**src/rtl/apo_injector_pkg.sv**
```systemverilog
// Shared packet field widths and injection FSM state encoding for the NI injection stage.
package apo_injector_pkg;

  localparam int INJ_K       = 8;
  localparam int INJ_N2      = 2 * INJ_K + 1;
  localparam int INJ_VLD_BIT = INJ_N2 - 1;

  typedef enum logic [1:0] {
    ST_IDLE,
    ST_ARMED,
    ST_SPACE
  } inj_state_t;

endpackage

```
**src/rtl/apo_inj_fifo.sv**
```systemverilog
// Synchronous FIFO of destination numbers; head is combinational from the read pointer.
// Push when full and pop when empty are ignored; sync active-low reset empties it.
module apo_inj_fifo #(
  parameter int DEPTH = 4,
  parameter int W     = 8
) (
  input  logic                     clk,
  input  logic                     rst_n,
  input  logic                     push,
  input  logic [W-1:0]             din,
  input  logic                     pop,
  output logic                     full,
  output logic                     empty,
  output logic [W-1:0]             head,
  output logic [$clog2(DEPTH):0]   count
);

  localparam int AW = $clog2(DEPTH);
  localparam logic [AW:0] FULL_CNT = (AW+1)'(DEPTH);

  logic [W-1:0]  mem [DEPTH];
  logic [AW-1:0] wr_ptr;
  logic [AW-1:0] rd_ptr;
  logic [AW:0]   cnt;
  logic          do_push;
  logic          do_pop;

  assign full    = (cnt == FULL_CNT);
  assign empty   = (cnt == '0);
  assign head    = mem[rd_ptr];
  assign count   = cnt;
  assign do_push = push && !full;
  assign do_pop  = pop && !empty;

  // DEPTH is a power of two, so the pointers wrap naturally.
  always_ff @(posedge clk) begin
    if (!rst_n) begin
      wr_ptr <= '0;
      rd_ptr <= '0;
      cnt    <= '0;
    end else begin
      if (do_push) wr_ptr <= wr_ptr + 1'b1;
      if (do_pop)  rd_ptr <= rd_ptr + 1'b1;
      case ({do_push, do_pop})
        2'b10:   cnt <= cnt + 1'b1;
        2'b01:   cnt <= cnt - 1'b1;
        default: cnt <= cnt;
      endcase
    end
  end

  always_ff @(posedge clk) begin
    if (do_push) mem[wr_ptr] <= din;
  end

endmodule

```
**src/rtl/apo_injector.sv**
```systemverilog
// NoC injection stage: queues IP requests and injects one packet into the router's local port
// only on cycles free of transit traffic; first inject one cycle after accept, req_ready = !full.
module apo_injector
  import apo_injector_pkg::*;
#(
  parameter int K          = INJ_K,
  parameter int N2         = INJ_N2,
  parameter int NODE_COUNT = 169,
  parameter int DEPTH      = 4,
  parameter int GAP        = 1
) (
  input  logic          clk,
  input  logic          rst_n,
  input  logic [K-1:0]  router_name,
  input  logic          req_valid,
  input  logic [K-1:0]  req_dest,
  output logic          req_ready,
  output logic          req_err,
  input  logic [3:0]    transit_valid,
  output logic [N2-1:0] inj_pkt,
  input  logic          delivered,
  output logic [15:0]   sent_cnt,
  output logic [15:0]   recv_cnt,
  output logic [15:0]   stall_cnt
);

  localparam int AW = $clog2(DEPTH);
  localparam logic [AW:0] ONE_ENTRY = (AW+1)'(1);

  inj_state_t  state;
  logic [7:0]  gap_cnt;
  logic        fifo_full;
  logic        fifo_empty;
  logic [K-1:0] head;
  logic [AW:0] fifo_cnt;
  logic        accept;
  logic        legal;
  logic        push;
  logic        fire;
  logic        more;
  logic        unused_name;

  // Local delivery is handled inside the router; the node number needs no gating here.
  assign unused_name = ^router_name;

  assign req_ready = !fifo_full;
  assign accept    = req_valid && req_ready;
  assign legal     = {{(32-K){1'b0}}, req_dest} < 32'(NODE_COUNT);
  assign push      = accept && legal;
  assign fire      = (state == ST_ARMED) && (transit_valid == 4'b0000);
  assign more      = (fifo_cnt > ONE_ENTRY) || push;

  // The router favours the local port, so injection must never overlap a transit arrival.
  assign inj_pkt = fire ? {1'b1, {(N2-K-1){1'b0}}, head} : '0;

  apo_inj_fifo #(
    .DEPTH (DEPTH),
    .W     (K)
  ) u_fifo (
    .clk   (clk),
    .rst_n (rst_n),
    .push  (push),
    .din   (req_dest),
    .pop   (fire),
    .full  (fifo_full),
    .empty (fifo_empty),
    .head  (head),
    .count (fifo_cnt)
  );

  always_ff @(posedge clk) begin
    if (!rst_n) begin
      state     <= ST_IDLE;
      gap_cnt   <= '0;
      req_err   <= 1'b0;
      sent_cnt  <= '0;
      recv_cnt  <= '0;
      stall_cnt <= '0;
    end else begin
      req_err <= accept && !legal;
      if (delivered) recv_cnt <= recv_cnt + 1'b1;
      case (state)
        ST_IDLE: begin
          if (!fifo_empty) state <= ST_ARMED;
        end
        ST_ARMED: begin
          if (fire) begin
            sent_cnt <= sent_cnt + 1'b1;
            if (GAP > 0) begin
              state   <= ST_SPACE;
              gap_cnt <= 8'(GAP - 1);
            end else if (!more) begin
              state <= ST_IDLE;
            end
          end else if (stall_cnt != 16'hFFFF) begin
            stall_cnt <= stall_cnt + 1'b1;
          end
        end
        ST_SPACE: begin
          if (gap_cnt == '0) state <= fifo_empty ? ST_IDLE : ST_ARMED;
          else               gap_cnt <= gap_cnt - 1'b1;
        end
        default: state <= ST_IDLE;
      endcase
    end
  end

endmodule

```
**config.mk**
```make
export PLATFORM = sky130hd
export DESIGN_NAME = apo_injector
export DESIGN_NICKNAME = d
export VERILOG_FILES = /design/src/rtl/apo_injector_pkg.sv /design/src/rtl/apo_inj_fifo.sv /design/src/rtl/apo_injector.sv
export SDC_FILE = /design/constraint.sdc
export NUM_CORES = 1
export LEC_CHECK = 0
export ABC_CLOCK_PERIOD_IN_PS = 3400
export CAP_MARGIN = 20
export CORE_MARGIN = 2
export CORE_UTILIZATION = 44
export DETAILED_ROUTE_END_ITERATION = 8
export DONT_BUFFER_PORTS = 1
export SYNTH_ARGS = -nofsm -noshare
export SYNTH_HDL_FRONTEND = slang
export SYNTH_SLANG_ARGS = --single-unit
```
**constraint.sdc**
```tcl
create_clock -name clk -period 3.4 [get_ports clk]
set_clock_uncertainty 0.05 [all_clocks]
set_input_delay 0.68 -clock clk [delete_from_list [all_inputs] [get_ports clk]]
set_output_delay 0.68 -clock clk [all_outputs]
set_load 0.02 [all_outputs]
```
# Yosys cells after proc, flatten, opt, wreduce, memory -nomap -nowiden
# Memory sizes are Yosys's and may differ from the RTL's. A register that Yosys moved wholly into a read port is not among the register bits.
# Index checks and enable logic that the tools add are counted.
[word_totals]
ff_bits = 66
latchBits = 0
mem_bits_rw = 32
mem_bits_ro = 0
input_bits = 24
wordCells = 63
n_memories = 1
[mem_list]
columns = ["memory", "depth", "width", "rd", "rd_clocked_by_memory_dff", "write_ports", "line_no", "text"]
rows = [
  ["u_fifo.mem", 4, 8, 1, 1, 1, "apo_inj_fifo.sv:21", "logic [W-1:0] mem [DEPTH];"],
]
[op_classes]
n_addsub = 8
n_mul = 0
n_div = 0
n_lt_le_gt_ge = 1
eq_ne = 10
shift = 0
n_mux = 14
bitwise = 1
reduce_logical = 19
[op_table]
columns = ["cell", "count"]
rows = [
  ["$add 16x1->16 const B", 3],
  ["$mux 17", 1],
  ["$mux 8", 2],
  ["$ne 16x16->1 const B", 1],
  ["$pmux 8 s2", 1],
  ["$mux 2", 5],
  ["$reduce_and 3->1", 3],
  ["$logic_not 8->1", 1],
  ["$lt 8x8->1 const B", 1],
  ["$ne 2x2->1 const B", 4],
  ["$sub 8x1->8 const B", 1],
  ["$logic_and 1x1->1", 6],
  ["$pmux 2 s3", 1],
  ["$pmux 3 s2", 1],
  ["$add 2x1->2 const B", 2],
  ["$eq 2x1->1 const B", 2],
  ["$eq 2x2->1 const B", 2],
  ["$logic_not 4->1", 1],
  ["$reduce_bool 2->1", 2],
  ["$add 3x1->3 const B", 1],
  ["$eq 3x3->1 const B", 1],
  ["$logic_not 1->1", 3],
  ["$logic_not 3->1", 1],
  ["$mux 1", 3],
  ["other kinds (4)", 4],
]

# Logic depth before layout (Yosys ltp)
[depth]
ltp_word = 7
mapped_depth = 10

# Modules after synthesis
# A second synthesis with hierarchy kept.
[unflattened]
cells_unflattened = 448
area_unflattened_um2 = 4609.4
[by_module_without_submodules]
columns = ["module", "instances", "cells_per_inst", "area_each_um2", "seq_area_each_um2"]
rows = [
  ["apo_injector", 1, 352, 2965.3, 1181.1],
  ["apo_inj_fifo", 1, 96, 1644.1, 1141.1],
]

# Least setup slack after synthesis
# OpenSTA, ideal clock, no wires.
[synth_path]
path_type = "input to register"
start = "input port transit_valid[1]"
end = "register u_fifo.cnt[2], in the netlist u_fifo.count[2]"
setup_time_ns = 0.070
arrival_ns = 2.762
path_slack_ns = 0.517
cell_stages = 8
cell_sequence = "or4_1 -> nor3_1 -> ha_1 -> inv_1 -> fa_1 -> xor2_1 -> or3_1 -> a21oi_1"
[synth_via]
elab_chain_len = 5
[synth_lines]
columns = ["item", "line_no", "text"]
rows = [
  ["from (decl)", "apo_injector.sv:19", "input logic [3:0] transit_valid,"],
  ["$logic_not 4->1 *", "apo_injector.sv:50", "assign fire = (state == ST_ARMED) && (transit_valid == 4'b0000);"],
  ["$logic_and 1x1->1 *", "apo_injector.sv:50", ""],
  ["$logic_and 1x1->1 *", "apo_inj_fifo.sv:33", "assign do_pop = pop && !empty;"],
  ["via u_fifo.do_pop", "apo_inj_fifo.sv:26", "logic do_pop;"],
  ["$eq 2x1->1 / $eq 2x2->1 (equally long branches)", "apo_inj_fifo.sv:44", "case ({do_push, do_pop})"],
  ["$pmux 3 s2 / $reduce_bool 2->1 (equally long branches)", "--", ""],
  ["to (signal assigned)", "apo_inj_fifo.sv:45", "2'b10: cnt <= cnt + 1'b1;"],
  ["to (signal assigned)", "apo_inj_fifo.sv:46", "2'b01: cnt <= cnt - 1'b1;"],
  ["to (signal assigned)", "apo_inj_fifo.sv:47", "default: cnt <= cnt;"],
  ["to (decl)", "apo_inj_fifo.sv:24", "logic [AW:0] cnt;"],
]
# The timed path passes the listed nets; every way through them passes the cells marked *.
# A chain may end at the register's enable or synchronous reset.

# Worst setup path after layout
# Ends and elaborated chain as after synthesis.

==> impl_metrics.ini <==
[outcome]
outcome = finished clean

[critical_path]
rrSetupSlack_ns = 0.71
r2r_start = u_fifo.count[2]
crit_path_max_fanout = 4
cp-start-kind = primary input
r2r_cells = 10
critPathKind = primary input to flop
cp-endpoint = u_fifo.count[2]
critPathCaptureType = flop
worstPathRequired_ns = 3.63
arrival_ns = 2.97
worstSetupStartpoint = transit_valid[1]
r2r-end = u_fifo.count[2]

[clock_network]
cts_setup_buffers = 0
htreeDepth = 3
insertion_delay_ns = 0.37
cts_resized = 0
clk_pin_slew_worst_paths_ns = 0.11
cts.sinks = 100
postCtsHoldBufs = 0
cts_buffers = 9
cts_tree = done
cts_root_buf = clkbuf_8
clock_path_buffers = 2

[power]
leakagePower_nw = 1.56
power.density_mw_per_mm2 = 440
pwr-share-seq = 0.600
p_sw_w = 0.000550
sw_frac_of_total = 0.258
clkPwrFrac = 0.355
pwr-share-comb = 0.045
internal_power_w = 0.00158
worst_ir_drop_vdd_uv = 293
totalPowerFinal_w = 0.00213

[final_layout]
diodes = 0
layout.nets = 475
drive_gt1_frac = 0.0787
synthToLayoutAreaGrowth_pct = 5.88

[synth]
synth_seq_area_share = 0.507
synth_most_common_cell = dfxtp_1
synth-edff-count = 32
ys_seq_elements = 100
postSynthCellCount = 445
synthTopCellsByArea = dfxtp_1 (30%), edfxtp_1 (21%), mux4_2 (3.9%), mux2i_1 (3.1%), nand2_1 (2.8%)
netlist-cell-type-count = 46
yosysWarnings = 0
synth_area_mm2 = 0.00458
avgSynthCellArea_um2 = 10.3
synth.top_cell.area_share = 0.297
synth_commonest_cells = dfxtp_1 (68), nand2_1 (34), edfxtp_1 (32)
synth_top_area_cell = dfxtp_1
synth_ff_type = dfxtp_1
synth-async-reset-ratio = 0

[global_routing]
grt-ovfl-total = 0
antenna_found_initial = 0
grt_pass1_wl_mm = 15.4
grt_max_degree = 35
grt_usage = 0.170
grt_pass1_vias = 3142

[drt]
viasPerCell = 5.62
postRouteAntennaNets = 0
drc = 0
wl_per_cell_um = 15.7
wl_mm = 9.11
drt_iter0_drc = 182
vias = 3265
drtPass1Iterations = 4

[floorplanning]
die_x_um = 106
core-area_mm2 = 0.0102
die-area_mm2 = 0.0112
start_util = 0.447
rows = 37
num_io_pins = 91
die_y_um = 106

[placed_design]
io_buffers = 0
dpl.hpwl_mm = 6.28
place_congestion = 0.800

[sta]
hold_viol = 0
tightest_slew_ns = 0.977
rsz0062_at_grt = false
post-route-period-util = 0.807
finalSetupTns_ns = 0
fin_crit_ns = 2.74
max_freq_mhz = 364
setup_viol = 0
relSlewSlack = 0.348
slew_viol_final = 0

[run]
maxCapViolCount = 0

[worst_hold_path]
hold_path.class = primary input to flop
flip-flops by register name, indices dropped and copies added, names as in the netlist, named ones only:
signal         count
state              2
u_fifo.mem        32
u_fifo.rd_ptr      2
u_fifo.count       3
sent_cnt          16
stall_cnt         16
recv_cnt          16
u_fifo.wr_ptr      2
gap_cnt            8
req_err            1
per-layer routing:
metal | track usage | part of all wire
met5 | 0 | 0
met2 | 0.277 | 0.48
met1 | 0.219 | 0.46
met3 | 0.0429 | 0.053
met4 | 0.0639 | 0.015
critical path, stage by stage:
cell	delay [ns]
or4_1	0.63
nor3_1	0.35
ha_1	0.24
inv_1	0.06
fa_1	0.38
xor2_1	0.16
or3_1	0.32
a21oi_1	0.14
worst min path at each step:
stage	endpoint	startpoint	cells after the start	slack (ns)
after global routing	u_fifo.mem[2][1]	req_dest[1]	0	0.32
after CTS	u_fifo.mem[3][0]	req_dest[0]	0	0.33
after detailed placement	gap_cnt[1]	gap_cnt[1]	2	0.43
final	u_fifo.mem[3][0]	req_dest[0]	0	0.35
after floorplan	gap_cnt[0]	gap_cnt[0]	1	0.41
after global placement	gap_cnt[1]	gap_cnt[1]	2	0.42
cells in the final DEF, fill, tap and decap left out, types with 2 or more instances in the layout:
| master | n |
|---|---|
| nand4_1 | 15 |
| or3_1 | 11 |
| nand2_1 | 34 |
| buf_4 | 3 |
| a21oi_1 | 25 |
| nand3_2 | 2 |
| nand2b_1 | 9 |
| nor4b_1 | 2 |
| and2_1 | 5 |
| xnor2_1 | 11 |
| and4_1 | 2 |
| o31ai_1 | 10 |
| inv_8 | 3 |
| ha_1 | 10 |
| and3_1 | 12 |
| inv_6 | 4 |
| nor4_1 | 11 |
| dfxtp_1 | 68 |
| nand3_1 | 13 |
| o41ai_1 | 2 |
| mux2i_1 | 14 |
| conb_1 | 8 |
| or2_2 | 2 |
| edfxtp_1 | 32 |
| o21ai_0 | 17 |
| mux4_2 | 8 |
| xor2_1 | 10 |
| nor3_1 | 9 |
| clkbuf_8 | 9 |
| nor2_1 | 31 |
| o311ai_0 | 3 |
| inv_1 | 20 |
| or4_1 | 15 |
| nor3b_1 | 4 |
cell families (layout without fill, tap and decap cells):
| group | after synthesis | in the layout | share of synthesized area |
|---|---|---|---|
| XOR/XNOR | 21 | 21 | 0.0402 |
| multiplexers | 22 | 22 | 0.0700 |
| AND/OR/NAND/NOR | 183 | 183 | 0.224 |
| flip-flops | 100 | 100 | 0.507 |
| buffers and inverters | 46 | 39 | 0.0476 |
| AO/OA/AOI/OAI | 61 | 61 | 0.0785 |
| adder cells (fa/ha/maj) | 11 | 11 | 0.0317 |
| other | 1 | 8 | 0.000819 |
power groups by stage:
stage / clock network (W) / logic, W / registers [W]
2_1_floorplan: 0 / 0.0000900 / 0.00130
3_3_place_gp: 0 / 0.0000946 / 0.00130
3_5_place_dp: 0 / 0.0000988 / 0.00131
4_1_cts: 0.000784 / 0.0000991 / 0.00128
5_1_grt: 0.000831 / 0.000112 / 0.00128
6_report: 0.000757 / 0.0000967 / 0.00128
layout make-up:
cell class	count	area (um^2)
clock inverters	7	68.8
multi-input cells	306	2060
fillers	937	5390
well taps	136	170
inverters	20	75.1
clock buffers	9	124
flip-flops and latches	100	2320
repair buffers	3	22.5
stage by stage:
| stage | hold slack [ns] | utilization | setup WS (ns) | cells | area, um^2 |
|---|---|---|---|---|---|
| after detailed placement | 0.434 | 0.455 | 0.263 | 565 | 4650 |
| after CTS | 0.333 | 0.474 | 0.646 | 581 | 4850 |
| final | 0.350 | 0.474 | 0.656 | 581 | 4850 |
| after global routing | 0.325 | 0.474 | 0.503 | 581 | 4850 |
| after global placement | 0.422 | 0.455 | 0.324 | 565 | 4650 |
| after floorplan | 0.409 | - | 0.517 | 452 | 4600 |
(Power assumes the default switching activity.)
